### src/rtl/imm_gen_pkg.sv
// Shared definitions for the RV32I immediate generator: opcode constants,
// field widths and the immediate-format code.
package imm_gen_pkg;

  localparam int unsigned XLEN  = 32;
  localparam int unsigned OPC_W = 7;
  localparam int unsigned FMT_W = 3;

  // Major opcodes (instr[6:0]) recognised by the immediate generator
  localparam logic [OPC_W-1:0] OPC_OP     = 7'b0110011;
  localparam logic [OPC_W-1:0] OPC_LOAD   = 7'b0000011;
  localparam logic [OPC_W-1:0] OPC_OPIMM  = 7'b0010011;
  localparam logic [OPC_W-1:0] OPC_JALR   = 7'b1100111;
  localparam logic [OPC_W-1:0] OPC_SYSTEM = 7'b1110011;
  localparam logic [OPC_W-1:0] OPC_FENCE  = 7'b0001111;
  localparam logic [OPC_W-1:0] OPC_STORE  = 7'b0100011;
  localparam logic [OPC_W-1:0] OPC_BRANCH = 7'b1100011;
  localparam logic [OPC_W-1:0] OPC_LUI    = 7'b0110111;
  localparam logic [OPC_W-1:0] OPC_AUIPC  = 7'b0010111;
  localparam logic [OPC_W-1:0] OPC_JAL    = 7'b1101111;

  // Immediate format code as presented on fmt_o
  typedef enum logic [FMT_W-1:0] {
    FMT_NONE    = 3'd0,
    FMT_I       = 3'd1,
    FMT_S       = 3'd2,
    FMT_B       = 3'd3,
    FMT_U       = 3'd4,
    FMT_J       = 3'd5,
    FMT_UNKNOWN = 3'd7
  } fmt_e;

endpackage

### src/rtl/imm_decode.sv
// Combinational RV32I immediate decode.
// Ports:
//   instr   - raw 32-bit instruction word
//   imm     - sign-extended immediate (zero when the format has none)
//   fmt     - format code (see fmt_e)
//   illegal - opcode is not in the supported set
module imm_decode
  import imm_gen_pkg::*;
(
  input  logic [XLEN-1:0]  instr,
  output logic [XLEN-1:0]  imm,
  output logic [FMT_W-1:0] fmt,
  output logic             illegal
);

  fmt_e fmt_sel;
  logic s;

  assign s   = instr[31];
  assign fmt = fmt_sel;

  // Opcode classification; funct3/funct7 play no part
  always_comb begin
    fmt_sel = FMT_UNKNOWN;
    illegal = 1'b1;
    case (instr[OPC_W-1:0])
      OPC_OP: begin
        fmt_sel = FMT_NONE;
        illegal = 1'b0;
      end
      OPC_LOAD, OPC_OPIMM, OPC_JALR, OPC_SYSTEM, OPC_FENCE: begin
        fmt_sel = FMT_I;
        illegal = 1'b0;
      end
      OPC_STORE: begin
        fmt_sel = FMT_S;
        illegal = 1'b0;
      end
      OPC_BRANCH: begin
        fmt_sel = FMT_B;
        illegal = 1'b0;
      end
      OPC_LUI, OPC_AUIPC: begin
        fmt_sel = FMT_U;
        illegal = 1'b0;
      end
      OPC_JAL: begin
        fmt_sel = FMT_J;
        illegal = 1'b0;
      end
      default: begin
        fmt_sel = FMT_UNKNOWN;
        illegal = 1'b1;
      end
    endcase
  end

  // Immediate assembly per format; shift immediates are passed through whole
  always_comb begin
    imm = '0;
    case (fmt_sel)
      FMT_I:   imm = {{20{s}}, instr[31:20]};
      FMT_S:   imm = {{20{s}}, instr[31:25], instr[11:7]};
      FMT_B:   imm = {{19{s}}, s, instr[7], instr[30:25], instr[11:8], 1'b0};
      FMT_U:   imm = {instr[31:12], 12'b0};
      FMT_J:   imm = {{11{s}}, s, instr[19:12], instr[20], instr[30:21], 1'b0};
      default: imm = '0;
    endcase
  end

endmodule

### src/rtl/imm_gen.sv
// RV32I immediate generator with one registered pipeline stage.
// Ports:
//   clk, rst_n - rising-edge clock, asynchronous active-low reset
//   valid_i    - instr_i carries an instruction this cycle
//   instr_i    - raw 32-bit instruction word
//   valid_o    - imm_o/fmt_o/illegal_o hold the decode of the last accepted instruction
//   imm_o      - sign-extended immediate
//   fmt_o      - format code (0 NONE, 1 I, 2 S, 3 B, 4 U, 5 J, 7 UNKNOWN)
//   illegal_o  - unsupported opcode
module imm_gen
  import imm_gen_pkg::*;
(
  input  logic             clk,
  input  logic             rst_n,
  input  logic             valid_i,
  input  logic [XLEN-1:0]  instr_i,
  output logic             valid_o,
  output logic [XLEN-1:0]  imm_o,
  output logic [FMT_W-1:0] fmt_o,
  output logic             illegal_o
);

  logic [XLEN-1:0]  dec_imm;
  logic [FMT_W-1:0] dec_fmt;
  logic             dec_illegal;

  imm_decode u_decode (
    .instr   (instr_i),
    .imm     (dec_imm),
    .fmt     (dec_fmt),
    .illegal (dec_illegal)
  );

  // Output stage: valid follows valid_i every cycle, payload only loads on valid
  always_ff @(posedge clk or negedge rst_n) begin
    if (!rst_n) begin
      valid_o   <= 1'b0;
      imm_o     <= '0;
      fmt_o     <= '0;
      illegal_o <= 1'b0;
    end else begin
      valid_o <= valid_i;
      if (valid_i) begin
        imm_o     <= dec_imm;
        fmt_o     <= dec_fmt;
        illegal_o <= dec_illegal;
      end
    end
  end

endmodule

### config.mk
export PLATFORM = sky130hd
export DESIGN_NAME = imm_gen
export DESIGN_NICKNAME = d
export VERILOG_FILES = /design/src/rtl/imm_gen_pkg.sv /design/src/rtl/imm_decode.sv /design/src/rtl/imm_gen.sv
export SDC_FILE = /design/constraint.sdc
export NUM_CORES = 1
export LEC_CHECK = 0
export ABC_AREA = 1
export CORE_MARGIN = 8
export CORE_UTILIZATION = 45
export CTS_BUF_LIST = sky130_fd_sc_hd__clkbuf_8
export CTS_CLUSTER_DIAMETER = 60
export DETAILED_ROUTE_END_ITERATION = 8
export GPL_ROUTABILITY_DRIVEN = 0
export PLACE_DENSITY = 0.85
export SLEW_MARGIN = 40
export SYNTH_ARGS = -nofsm -noshare
export SYNTH_HDL_FRONTEND = slang
export SYNTH_HIERARCHICAL = 1
export SYNTH_SLANG_ARGS = --single-unit
### constraint.sdc
create_clock -name clk -period 0.8 [get_ports clk]
set_clock_uncertainty 0.1 [all_clocks]
set_input_delay 0.16 -clock clk [delete_from_list [all_inputs] [get_ports clk]]
set_output_delay 0.16 -clock clk [all_outputs]
set_load 0.005 [all_outputs]
==> flow_summary_export.csv <==
group,metric,value,unit
routing,route.detailed.drc,0,
floorplan,start_util,0.465,
grt,grt_max_degree,37,
grt,gr-total-overflow,0,
yosys,synth_fp_nets,380,
timing,fin_ws,-471,ps
final_layout,num-nets-final,514,
routing,initialDrtViolationCount,266,
yosys,synthArstFlopShare,1.00,
final_layout,finalInstanceArea,3820,um^2
timing,drv_slew,0,
critical_path,worstPathCellList,"buf_12 > inv_16 > nand2_8 > nor2_8 > nand2_1 > o21ai_0 > nor2_1 > nand2_1 > nand2_1 > nand2_1",
final_layout,drive_gt1_frac,0.415,
clocking,cts_sinks,37,
power,leakagePower,2.24,nW
critical_path,arrival,1410,ps
yosys,ys.flop_type,"dfrtp_1",
floorplan,die_w,88.4,um
final_layout,syn_to_final_growth,61.8,%
clocking,h-tree-depth,2,
floorplan,fp-row-count,26,
job,drv_cap,0,
routing,firstDrtPassIters,5,
floorplan,die-area,7820,um^2
yosys,synth_edf_count,0,
final_layout,diodes,0,
clocking,numCtsBuffers,5,
clocking,root_buffer,"clkbuf_8",
critical_path,path_buf_inv,2,
floorplan,ioPinCount,72,
yosys,synth_cell_type_count,21,
floorplan,die_h,88.4,um
critical_path,rrSetupSlack,-170,ps
critical_path,crit_path_start_kind,"primary input",
clocking,tritoncts,"built",
run_status,outcome,"complete, but fails checks",
timing,fin_setup_tns,-20860,ps
yosys,netlist_area,2360,um^2
run_status,violations,"negative setup slack",
placement,dp.final_hpwl,5.13,mm
critical_path,cpLargestDelayFamily,"simple AND/OR/NAND/NOR gates",
critical_path,path_class,"in -> reg",
timing,fin_crit,1270,ps
power,p_per_area,1220,nW/um^2
yosys,synth_top_area_cell,"dfrtp_1",
yosys,synth_warnings,6,
critical_path,cp_common_cell,"nand2_1",
critical_path,cp_max_fo,7,
yosys,synth.area.top_cells,"dfrtp_1 39%, nand2_1 24%, nand2_2 5.3%",
clocking,ctsLongestPathBuffers,2,
timing,fmax,787,MHz
routing,vias_per_cell,5.34,
yosys,yosysSeqAreaShare,0.392,
placement,place_area,3490,um^2
timing,worstMarginPinSlew,365,ps
yosys,synth_top_cell_area_share,0.392,
grt,antenna_found_initial,0,
final_layout,final_cell_mix,"132 x nand2_1, 59 x buf_4, 41 x buf_2, 37 x nand2_2, 37 x dfrtp_1",
grt,grt_pass1_vias,2767,
routing,drt-total-wl,8.72,mm
routing,drtAntennaViolNets,0,
timing,finalCritPeriodShare,1.59,
routing,detail_route.wl_per_cell,15.9,um
hold_path,hp-class,"in -> async",
critical_path,required,940,ps
timing,rsz0062_at_grt,"yes",
timing,max-slew-margin-rel,0.757,
critical_path,cp_slowest_cell,"o21ai_0",
floorplan,core_area,5070,um^2
yosys,ys_ff_latch,37,
final_layout,final_common_cell,"nand2_1",
critical_path,slowest_delay,300,ps
grt,track_usage,0.204,
yosys,syn_avg_cell_area,6.84,um^2
final_layout,fillCellCount,368,
routing,vias,2938,
timing,setup_violations,73,
clocking,cts.clk_slew.worst_paths,80,ps
yosys,synthCells,345,
grt,grt_first_pass_wirelength,12.6,mm
clocking,worstSkewPairLatency,290,ps
placement,io_buffers,71,
power,vdd_drop_max,822,uV
critical_path,end_kind,"flip-flop",
timing,hold_viol,0,
-- path summary, 6_finish.rpt --
kind | startpoint | endpoint | cells after the start
max | instr_i[3] | imm_o[10] | 10
min | rst_n | imm_o[19] | 3
max reg2reg | imm_o[31] | imm_o[31] | 4
min reg2reg | fmt_o[2] | fmt_o[2] | 2
max in group asynchronous | rst_n | imm_o[1] | 3
min in group clk | instr_i[6] | imm_o[0] | 6
-- repair_timing --
action / 4_1_cts / 5_1_grt
gates resized for setup: 209 / 42
setup buffers: 16 / 9
hold buffers: 1 / 0
endpoints found under the setup margin: 73 / 73
endpoints found under the hold margin: 37 / 0
pin swaps: 17 / 17
cloned: 0 / 2
-- tightest hold or removal path, stage by stage --
cell and delay, ps:
dlygate4sd3_1 520, buf_2 150, buf_12 150
-- sequential cells by signal, summed over array words and instances, names as in the netlist --
name	cells
fmt_o	3
illegal_o	1
imm_o	32
valid_o	1
-- cells in the mapped netlist, types with 3 or more instances --
master	number
buf_6	6
nor2_1	33
nand2_1	154
buf_4	5
nor2_4	3
inv_1	23
nand2_2	20
nand2_4	3
dfrtp_1	37
a21oi_1	9
nand3_1	18
o21ai_0	19
buf_2	4
-- through the flow --
step                      hold slack, ps  std cells  utilization  total power, mW  setup slack [ps]
final                                250        550        0.752             4.67              -471
after global routing                 289        550        0.752             4.87              -498
after CTS                            258        540        0.715             4.57              -353
after detailed placement            33.2        515        0.689             2.92             -1150
after global placement              31.3        515        0.689             2.90             -1070
after floorplan                     -236        345            -             2.35              -330
-- area by class of cell --
cell class	count	area (um^2)	area share
Sequential cell	37	926	0.243
Inverter	26	139	0.0364
Multi-Input combinational cell	266	1380	0.361
Tap cell	70	87.6	0.0229
Clock inverter	2	33.8	0.00885
Timing Repair Buffer	143	1170	0.307
Clock buffer	6	82.6	0.0216
-- power by group --
part / switching (mW) / internal (mW)
Combinational: 0.517 / 0.495
Clock: 0.679 / 1.00
Sequential: 0.0359 / 1.94
-- cells by family (layout without fill, tap and decap cells) --
| group | after synthesis | in the layout | synth area share |
|---|---|---|---|
| compound gates | 28 | 28 | 0.0594 |
| buf+inv | 44 | 177 | 0.110 |
| flops | 37 | 37 | 0.392 |
| simple gates | 236 | 238 | 0.438 |
-- routing by layer --
| layer | wire length [um] | track usage |
|---|---|---|
| met5 | 0 | 0 |
| met1 | 3090 | 0.221 |
| met4 | 472 | 0.118 |
| met2 | 4410 | 0.351 |
| met3 | 747 | 0.0539 |
No activity file was read; power rests on OpenSTA's default activity.
